<file path="config.mk">
export PLATFORM = sky130hd
export DESIGN_NAME = bkm_steps_ctrl_flat
export DESIGN_NICKNAME = d
export VERILOG_FILES = /design/src/rtl/bkm_steps_ctrl_if.sv /design/src/rtl/bkm_steps_ctrl.sv /design/src/flat_wrapper.sv
export SDC_FILE = /design/constraint.sdc
export NUM_CORES = 1
export LEC_CHECK = 0
export CAP_MARGIN = 20
export CORE_MARGIN = 3
export CORE_UTILIZATION = 46
export CTS_CLUSTER_SIZE = 12
export DETAILED_ROUTE_END_ITERATION = 16
export PLACE_DENSITY = 0.89
export SLEW_MARGIN = 5
export SYNTH_ARGS = -nofsm -noshare
export SYNTH_HDL_FRONTEND = slang
export SYNTH_SLANG_ARGS = --single-unit
</file>
<file path="constraint.sdc">
create_clock -name clk -period 5.47 [get_ports clk]
set_input_delay 0.547 -clock clk [delete_from_list [all_inputs] [get_ports clk]]
set_output_delay 0.547 -clock clk [all_outputs]
set_load 0.05 [all_outputs]
</file>
<file path="src/rtl/bkm_steps_ctrl_if.sv">
`default_nettype none
// ============================================================================
//  Module   : bkm_steps_ctrl_if
//  Brief    : Control/strobe bundle between the BKM front-end, the sequencer
//             and the bkm_steps datapath.
//  Revision : 1.0 - initial release
// ============================================================================
interface bkm_steps_ctrl_if #(
    parameter int LOG2N = 6
);
    logic             enable;
    logic             start;
    logic             abort;
    logic             mode;
    logic [1:0]       format;
    logic             busy;
    logic             load;
    logic             step_en;
    logic [LOG2N-1:0] step_n;
    logic             last_step;
    logic             mode_q;
    logic [1:0]       format_q;
    logic             done;
    logic             aborted;
    logic             start_drop;
    logic [15:0]      op_cnt;
    logic [15:0]      drop_cnt;

    modport master (
        output enable, start, abort, mode, format,
        input  busy, load, step_en, step_n, last_step, mode_q, format_q,
               done, aborted, start_drop, op_cnt, drop_cnt
    );

    modport slave (
        input  enable, start, abort, mode, format,
        output busy, load, step_en, step_n, last_step, mode_q, format_q,
               done, aborted, start_drop, op_cnt, drop_cnt
    );
endinterface
`default_nettype wire

</file>
<file path="src/rtl/bkm_steps_ctrl.sv">
`default_nettype none
// ============================================================================
//  Module   : bkm_steps_ctrl
//  Brief    : Sequencer for the bkm_steps datapath: load, 2^LOG2N steps,
//             pipeline drain, done. BKM_STEPS_CTRL_STATS_EN builds op/drop
//             statistics counters.
//  Revision : 1.0 - initial release
// ============================================================================
module bkm_steps_ctrl #(
    parameter int LOG2N    = 6,
    parameter int STEP_LAT = 1
) (
    input wire               clk,
    input wire               srst,
    bkm_steps_ctrl_if.slave  bus
);

    localparam logic [2:0] c_ST_IDLE  = 3'd0;
    localparam logic [2:0] c_ST_LOAD  = 3'd1;
    localparam logic [2:0] c_ST_ITER  = 3'd2;
    localparam logic [2:0] c_ST_DRAIN = 3'd3;
    localparam logic [2:0] c_ST_DONE  = 3'd4;

    localparam logic [LOG2N-1:0] c_LAST_STEP = {LOG2N{1'b1}};
    localparam logic [3:0]       c_WAIT_LAST = 4'(STEP_LAT - 1);

    logic [2:0]       r_state;
    logic [LOG2N-1:0] r_step;
    logic [3:0]       r_wait;
    logic             r_aborted;
    logic             r_mode;
    logic [1:0]       r_format;
    logic             r_drop;

    logic w_busy;
    logic w_slot_end;
    logic w_step_en;
    logic w_drop_evt;

    assign w_busy     = (r_state == c_ST_LOAD) || (r_state == c_ST_ITER) ||
                        (r_state == c_ST_DRAIN);
    assign w_slot_end = (r_wait == c_WAIT_LAST);
    assign w_drop_evt = bus.enable && bus.start && (r_state != c_ST_IDLE);

    always_ff @(posedge clk) begin
        if (srst) begin
            r_state   <= c_ST_IDLE;
            r_step    <= '0;
            r_wait    <= '0;
            r_aborted <= 1'b0;
            r_mode    <= 1'b0;
            r_format  <= 2'b00;
            r_drop    <= 1'b0;
        end else if (bus.enable) begin
            r_aborted <= 1'b0;
            if (w_drop_evt) begin
                r_drop <= 1'b1;
            end
            case (r_state)
                c_ST_IDLE: begin
                    if (bus.start && !bus.abort) begin
                        r_state  <= c_ST_LOAD;
                        r_mode   <= bus.mode;
                        r_format <= bus.format;
                        r_drop   <= 1'b0;
                    end
                end
                c_ST_LOAD: begin
                    r_state <= c_ST_ITER;
                    r_step  <= '0;
                    r_wait  <= '0;
                end
                c_ST_ITER: begin
                    if (w_slot_end) begin
                        r_wait <= '0;
                        if (r_step == c_LAST_STEP) begin
                            r_state <= c_ST_DRAIN;
                        end else begin
                            r_step <= r_step + 1'b1;
                        end
                    end else begin
                        r_wait <= r_wait + 1'b1;
                    end
                end
                c_ST_DRAIN: begin
                    if (w_slot_end) begin
                        r_state <= c_ST_DONE;
                        r_step  <= '0;
                        r_wait  <= '0;
                    end else begin
                        r_wait <= r_wait + 1'b1;
                    end
                end
                c_ST_DONE: begin
                    r_state <= c_ST_IDLE;
                end
                default: begin
                    r_state <= c_ST_IDLE;
                end
            endcase
            // Abort overrides whatever the active state would have done.
            if (bus.abort && w_busy) begin
                r_state   <= c_ST_IDLE;
                r_step    <= '0;
                r_wait    <= '0;
                r_aborted <= 1'b1;
            end
        end
    end

    // Strobes are gated by enable so a frozen cycle re-issues them later.
    assign w_step_en     = bus.enable && (r_state == c_ST_ITER) && (r_wait == 4'd0);
    assign bus.busy      = w_busy;
    assign bus.load      = bus.enable && (r_state == c_ST_LOAD);
    assign bus.step_en   = w_step_en;
    assign bus.step_n    = w_step_en ? r_step : '0;
    assign bus.last_step = w_step_en && (r_step == c_LAST_STEP);
    assign bus.done      = bus.enable && (r_state == c_ST_DONE);
    assign bus.aborted   = bus.enable && r_aborted;
    assign bus.mode_q    = r_mode;
    assign bus.format_q  = r_format;
    assign bus.start_drop = r_drop;

`ifdef BKM_STEPS_CTRL_STATS_EN
    logic [15:0] r_op_cnt;
    logic [15:0] r_drop_cnt;

    always_ff @(posedge clk) begin
        if (srst) begin
            r_op_cnt   <= 16'd0;
            r_drop_cnt <= 16'd0;
        end else if (bus.enable) begin
            if ((r_state == c_ST_DONE) && (r_op_cnt != 16'hFFFF)) begin
                r_op_cnt <= r_op_cnt + 16'd1;
            end
            if (w_drop_evt && (r_drop_cnt != 16'hFFFF)) begin
                r_drop_cnt <= r_drop_cnt + 16'd1;
            end
        end
    end

    assign bus.op_cnt   = r_op_cnt;
    assign bus.drop_cnt = r_drop_cnt;
`else
    assign bus.op_cnt   = 16'd0;
    assign bus.drop_cnt = 16'd0;
`endif

endmodule
`default_nettype wire

</file>
<file path="src/flat_wrapper.sv">
// flat-port wrapper written by rule: the top's interface ports become plain ports
module bkm_steps_ctrl_flat 
#(
    parameter int LOG2N    = 6,
    parameter int STEP_LAT = 1
)
  (clk, srst, bus_enable, bus_start, bus_abort, bus_mode, bus_format, bus_busy, bus_load, bus_step_en, bus_step_n, bus_last_step, bus_mode_q, bus_format_q, bus_done, bus_aborted, bus_start_drop, bus_op_cnt, bus_drop_cnt);
  bkm_steps_ctrl_if #(.LOG2N(LOG2N)) bus_i ();
  input wire clk;
  input wire srst;
  input wire logic [$bits(bus_i.enable)-1:0] bus_enable;
  input wire logic [$bits(bus_i.start)-1:0] bus_start;
  input wire logic [$bits(bus_i.abort)-1:0] bus_abort;
  input wire logic [$bits(bus_i.mode)-1:0] bus_mode;
  input wire logic [$bits(bus_i.format)-1:0] bus_format;
  output wire logic [$bits(bus_i.busy)-1:0] bus_busy;
  output wire logic [$bits(bus_i.load)-1:0] bus_load;
  output wire logic [$bits(bus_i.step_en)-1:0] bus_step_en;
  output wire logic [$bits(bus_i.step_n)-1:0] bus_step_n;
  output wire logic [$bits(bus_i.last_step)-1:0] bus_last_step;
  output wire logic [$bits(bus_i.mode_q)-1:0] bus_mode_q;
  output wire logic [$bits(bus_i.format_q)-1:0] bus_format_q;
  output wire logic [$bits(bus_i.done)-1:0] bus_done;
  output wire logic [$bits(bus_i.aborted)-1:0] bus_aborted;
  output wire logic [$bits(bus_i.start_drop)-1:0] bus_start_drop;
  output wire logic [$bits(bus_i.op_cnt)-1:0] bus_op_cnt;
  output wire logic [$bits(bus_i.drop_cnt)-1:0] bus_drop_cnt;
  assign bus_i.enable = bus_enable;
  assign bus_i.start = bus_start;
  assign bus_i.abort = bus_abort;
  assign bus_i.mode = bus_mode;
  assign bus_i.format = bus_format;
  assign bus_busy = bus_i.busy;
  assign bus_load = bus_i.load;
  assign bus_step_en = bus_i.step_en;
  assign bus_step_n = bus_i.step_n;
  assign bus_last_step = bus_i.last_step;
  assign bus_mode_q = bus_i.mode_q;
  assign bus_format_q = bus_i.format_q;
  assign bus_done = bus_i.done;
  assign bus_aborted = bus_i.aborted;
  assign bus_start_drop = bus_i.start_drop;
  assign bus_op_cnt = bus_i.op_cnt;
  assign bus_drop_cnt = bus_i.drop_cnt;
  bkm_steps_ctrl #(.LOG2N(LOG2N), .STEP_LAT(STEP_LAT)) u_core (.clk(clk), .srst(srst), .bus(bus_i));
endmodule
</file>
==> results.toml <==
[routing]
drt-wirelength-per-cell_microns = 12.4
drtAntennaViolNets = 0
vias = 1104
drtIter0Drc = 18
drc = 0
drt_first_pass_iters = 4
avgViaCountPerCell = 5.18
wl_mm = 2.65

[floorplanning]
ios = 56
row_count = 18
die_w_microns = 60.0
dieArea_sq_mm = 0.00360
fp.coreArea_sq_mm = 0.00261
die_h_microns = 60.0
start_util_pct = 51.3

[synthesis]
synth_cell_types = 44
synth_area_leaders = "dfxtp_1 27%, buf_4 18%, a21oi_1 4.9%"
syn_area_sq_mm = 0.00134
avgSynthCellArea_sq_um = 8.12
synth_top_cell_by_area = "dfxtp_1"
ys_ff_latch = 18
synth_warnings = 0
synthCells = 165
yosysSeqAreaShare_pct = 26.9
synth_top_cell_area_share_pct = 26.9

[clock_tree]
postCtsSetupRepairBufs = 0
cts_sinks = 18
cts.reportedPaths.clkPinSlew_ns = 0.11
post_cts_resized = 0
cts_hold_buf = 0
cts-root-buf = "clkbuf_4"
cts_buffers = 3
tritoncts = "yes"
htreeDepth = 1
cts_max_path_buffers = 2
clkLatencyLatePin_ns = 0.30

[placement]
dpl.hpwl_mm = 1.99
numPortBuffers = 23
gp_congestion = 0.857
pre_cts_ws_ns = 1.99
dpl_cell_area_sq_mm = 0.00143

[finish]
fill_cells = 250
drive_above_1_share_pct = 5.46
fin_util_pct = 56.2
register_area_sq_um = 360
fin_nets = 195
multiInputGateArea_sq_um = 781
antenna_cells = 0
finish.instance_area_sq_mm = 0.00147
synthToLayoutAreaGrowth_pct = 9.52

[sta]
rsz0062_at_grt = "no"
max_slew_margin_pct = 46.0
fin_crit_sh_pct = 64.5
slew_viol_final = 0
setup_violations = 0
period_needed_ns = 3.53
max_freq_mhz = 283
setup_tns_ns = 0
hold_violations = 0
setup_slack_ns = 1.94
worst_slew_pin_slew_ns = 0.808
finClkSkew_ns = 0.00380

[global_route]
grt_pass1_wl_mm = 4.31
grtUsageTotal_pct = 15.4
grt_pass1_vias = 971
grt_max_degree = 23
antenna_found_initial = 0
gr-total-overflow = 0

[min_path]
holdPathEnd = "u_core.r_aborted"
hp-class = "reg -> reg"
whs_path_depth = 2
hp-start = "u_core.r_aborted"

[setup_path]
cp_max_fo = 6
critical_path.top_delay_family = "simple AND/OR/NAND/NOR gates"
criticalPathCategory = "reg -> out"
critPathBufInv = 2
r2r_start = "u_core.r_wait[0]"
crit_chain = "inv_1 -> ha_1 -> nor3b_1 -> nand2_1 -> nor3_1 -> and4_1 -> clkdlybuf4s50_1"
max_stage_delay_ns = 0.80
cp_slowest_cell = "clkdlybuf4s50_1"
rr_worst_depth = 6
crit_arrival_ns = 2.98
start_kind = "register"
critPathRequiredTime_ns = 4.92
r2r-end = "u_core.r_step[0]"
end_kind = "primary output"
regToRegSetupSlack_ns = 3.57

[power]
power_density_mw_per_mm2 = 202
power.leakage_nw = 0.536
peakVddDrop_mv = 0.145
power_mw = 0.296

[outcome]
status = "finished clean"

[job]
drv_cap = 0
==> how the worst max path moves through the flow <==
stage	depth (start not counted)	end	slack (ns)	from
3_5_place_dp	5	bus_last_step	1.99	bus_enable
2_1_floorplan	6	bus_last_step	2.05	u_core.r_wait[0]
6_report	7	bus_last_step	1.94	u_core.r_wait[0]
5_1_grt	7	bus_last_step	1.68	u_core.r_wait[0]
4_1_cts	7	bus_last_step	1.91	u_core.r_wait[0]
3_3_place_gp	5	bus_last_step	1.99	bus_enable
==> registers in the layout, indices dropped and copies added, names as in the netlist <==
signal,flops
u_core.r_wait,4
u_core.bus.mode_q,1
u_core.r_state,3
u_core.bus.format_q,2
u_core.r_aborted,1
u_core.bus.start_drop,1
u_core.r_step,6
==> worst reg2reg max path, cell delays in order, from the launching register on <==
cell and delay [ns]:
dfxtp_1 0.35, inv_1 0.08, ha_1 0.16, or3b_4 0.43, a211oi_4 0.37, o211ai_2 0.18, o31ai_1 0.24
==> per-stage QoR <==
| step | hold WS, ns | cells |
|---|---|---|
| 4_1_cts | 0.486 | 213 |
| 6_report | 0.476 | 213 |
| 3_3_place_gp | 0.441 | 209 |
| 3_5_place_dp | 0.469 | 209 |
| 5_1_grt | 0.505 | 213 |
| 2_1_floorplan | 0.427 | 196 |
==> cell usage after synthesis <==
master	count
or3b_1	1
a21o_1	1
a2111oi_0	1
nor3_1	4
and3_1	2
nand4_1	2
nor2b_1	3
o31ai_1	3
conb_1	1
inv_1	6
a21oi_1	13
o22ai_1	1
clkbuf_1	4
nand2b_1	1
nor4_1	3
or3b_4	1
o31a_1	1
nand3_1	5
o21ai_0	9
o311ai_0	1
nor3b_1	4
a211o_1	1
or3_1	1
o41ai_1	1
buf_6	1
mux2i_1	3
nor4b_2	1
nand3b_1	1
ha_1	3
o32ai_1	1
buf_4	33
nand2b_4	1
o211ai_2	1
dfxtp_1	18
a211oi_2	1
and2_1	5
nor2_1	7
and4_1	2
nand2_1	10
clkbuf_8	1
or2b_1	1
buf_2	1
a211oi_4	1
a211oi_1	3
==> cell type report <==
class	instances	share of cell area [%]
multi-input combinational	132	53.2
sequential	18	24.6
timing repair buffer	23	15.7
tap	30	2.56
clock buffer	4	2.47
inverter	6	1.53
==> cell usage in the layout, fill, tap and decap left out, drive strengths merged, types with 2 or more instances in the layout <==
cell type	Yosys	layout
or3b	2	2
nand3	5	5
nand2b	2	2
nand2	10	10
nand4	2	2
nor2b	3	3
and4	2	2
conb	1	32
clkbuf	5	4
nor4	3	3
mux2i	3	3
o21ai	9	9
dfxtp	18	18
inv	6	6
ha	3	3
nor3b	4	4
and3	2	2
clkdlybuf4s50	0	23
o31ai	3	3
nor2	7	7
and2	5	5
nor3	4	4
a21oi	13	13
a211oi	5	5
==> cells by family after synthesis <==
kind of cell             Yosys count  share of synthesized area (%)
AO/OA/AOI/OAI                     39                           19.9
buffers and inverters             46                           23.5
flip-flops                        18                           26.9
adder cells (fa/ha/maj)            3                           2.80
multiplexers                       3                           2.24
other                              1                          0.280
AND/OR/NAND/NOR                   55                           24.4
==> power by group <==
group	internal, mW	switching, mW	total, mW
Combinational	0.0113	0.0659	0.0772
Sequential	0.132	0.00206	0.135
Clock	0.0406	0.0438	0.0844
Total	0.184	0.112	0.296
==> per-layer routing <==
layer  wire (microns)  vias to the layer above  track usage [%]  part of all wire, %
met2             1250                       47             24.7                   47
met3              217                        4             5.18                  8.2
li1                 -                      557                -                    -
met1             1150                      496             19.6                   44
met5                0                        -                0                    0
met4               25                        0             4.11                 0.94
Note: power is estimated with default switching activity, not from simulation.
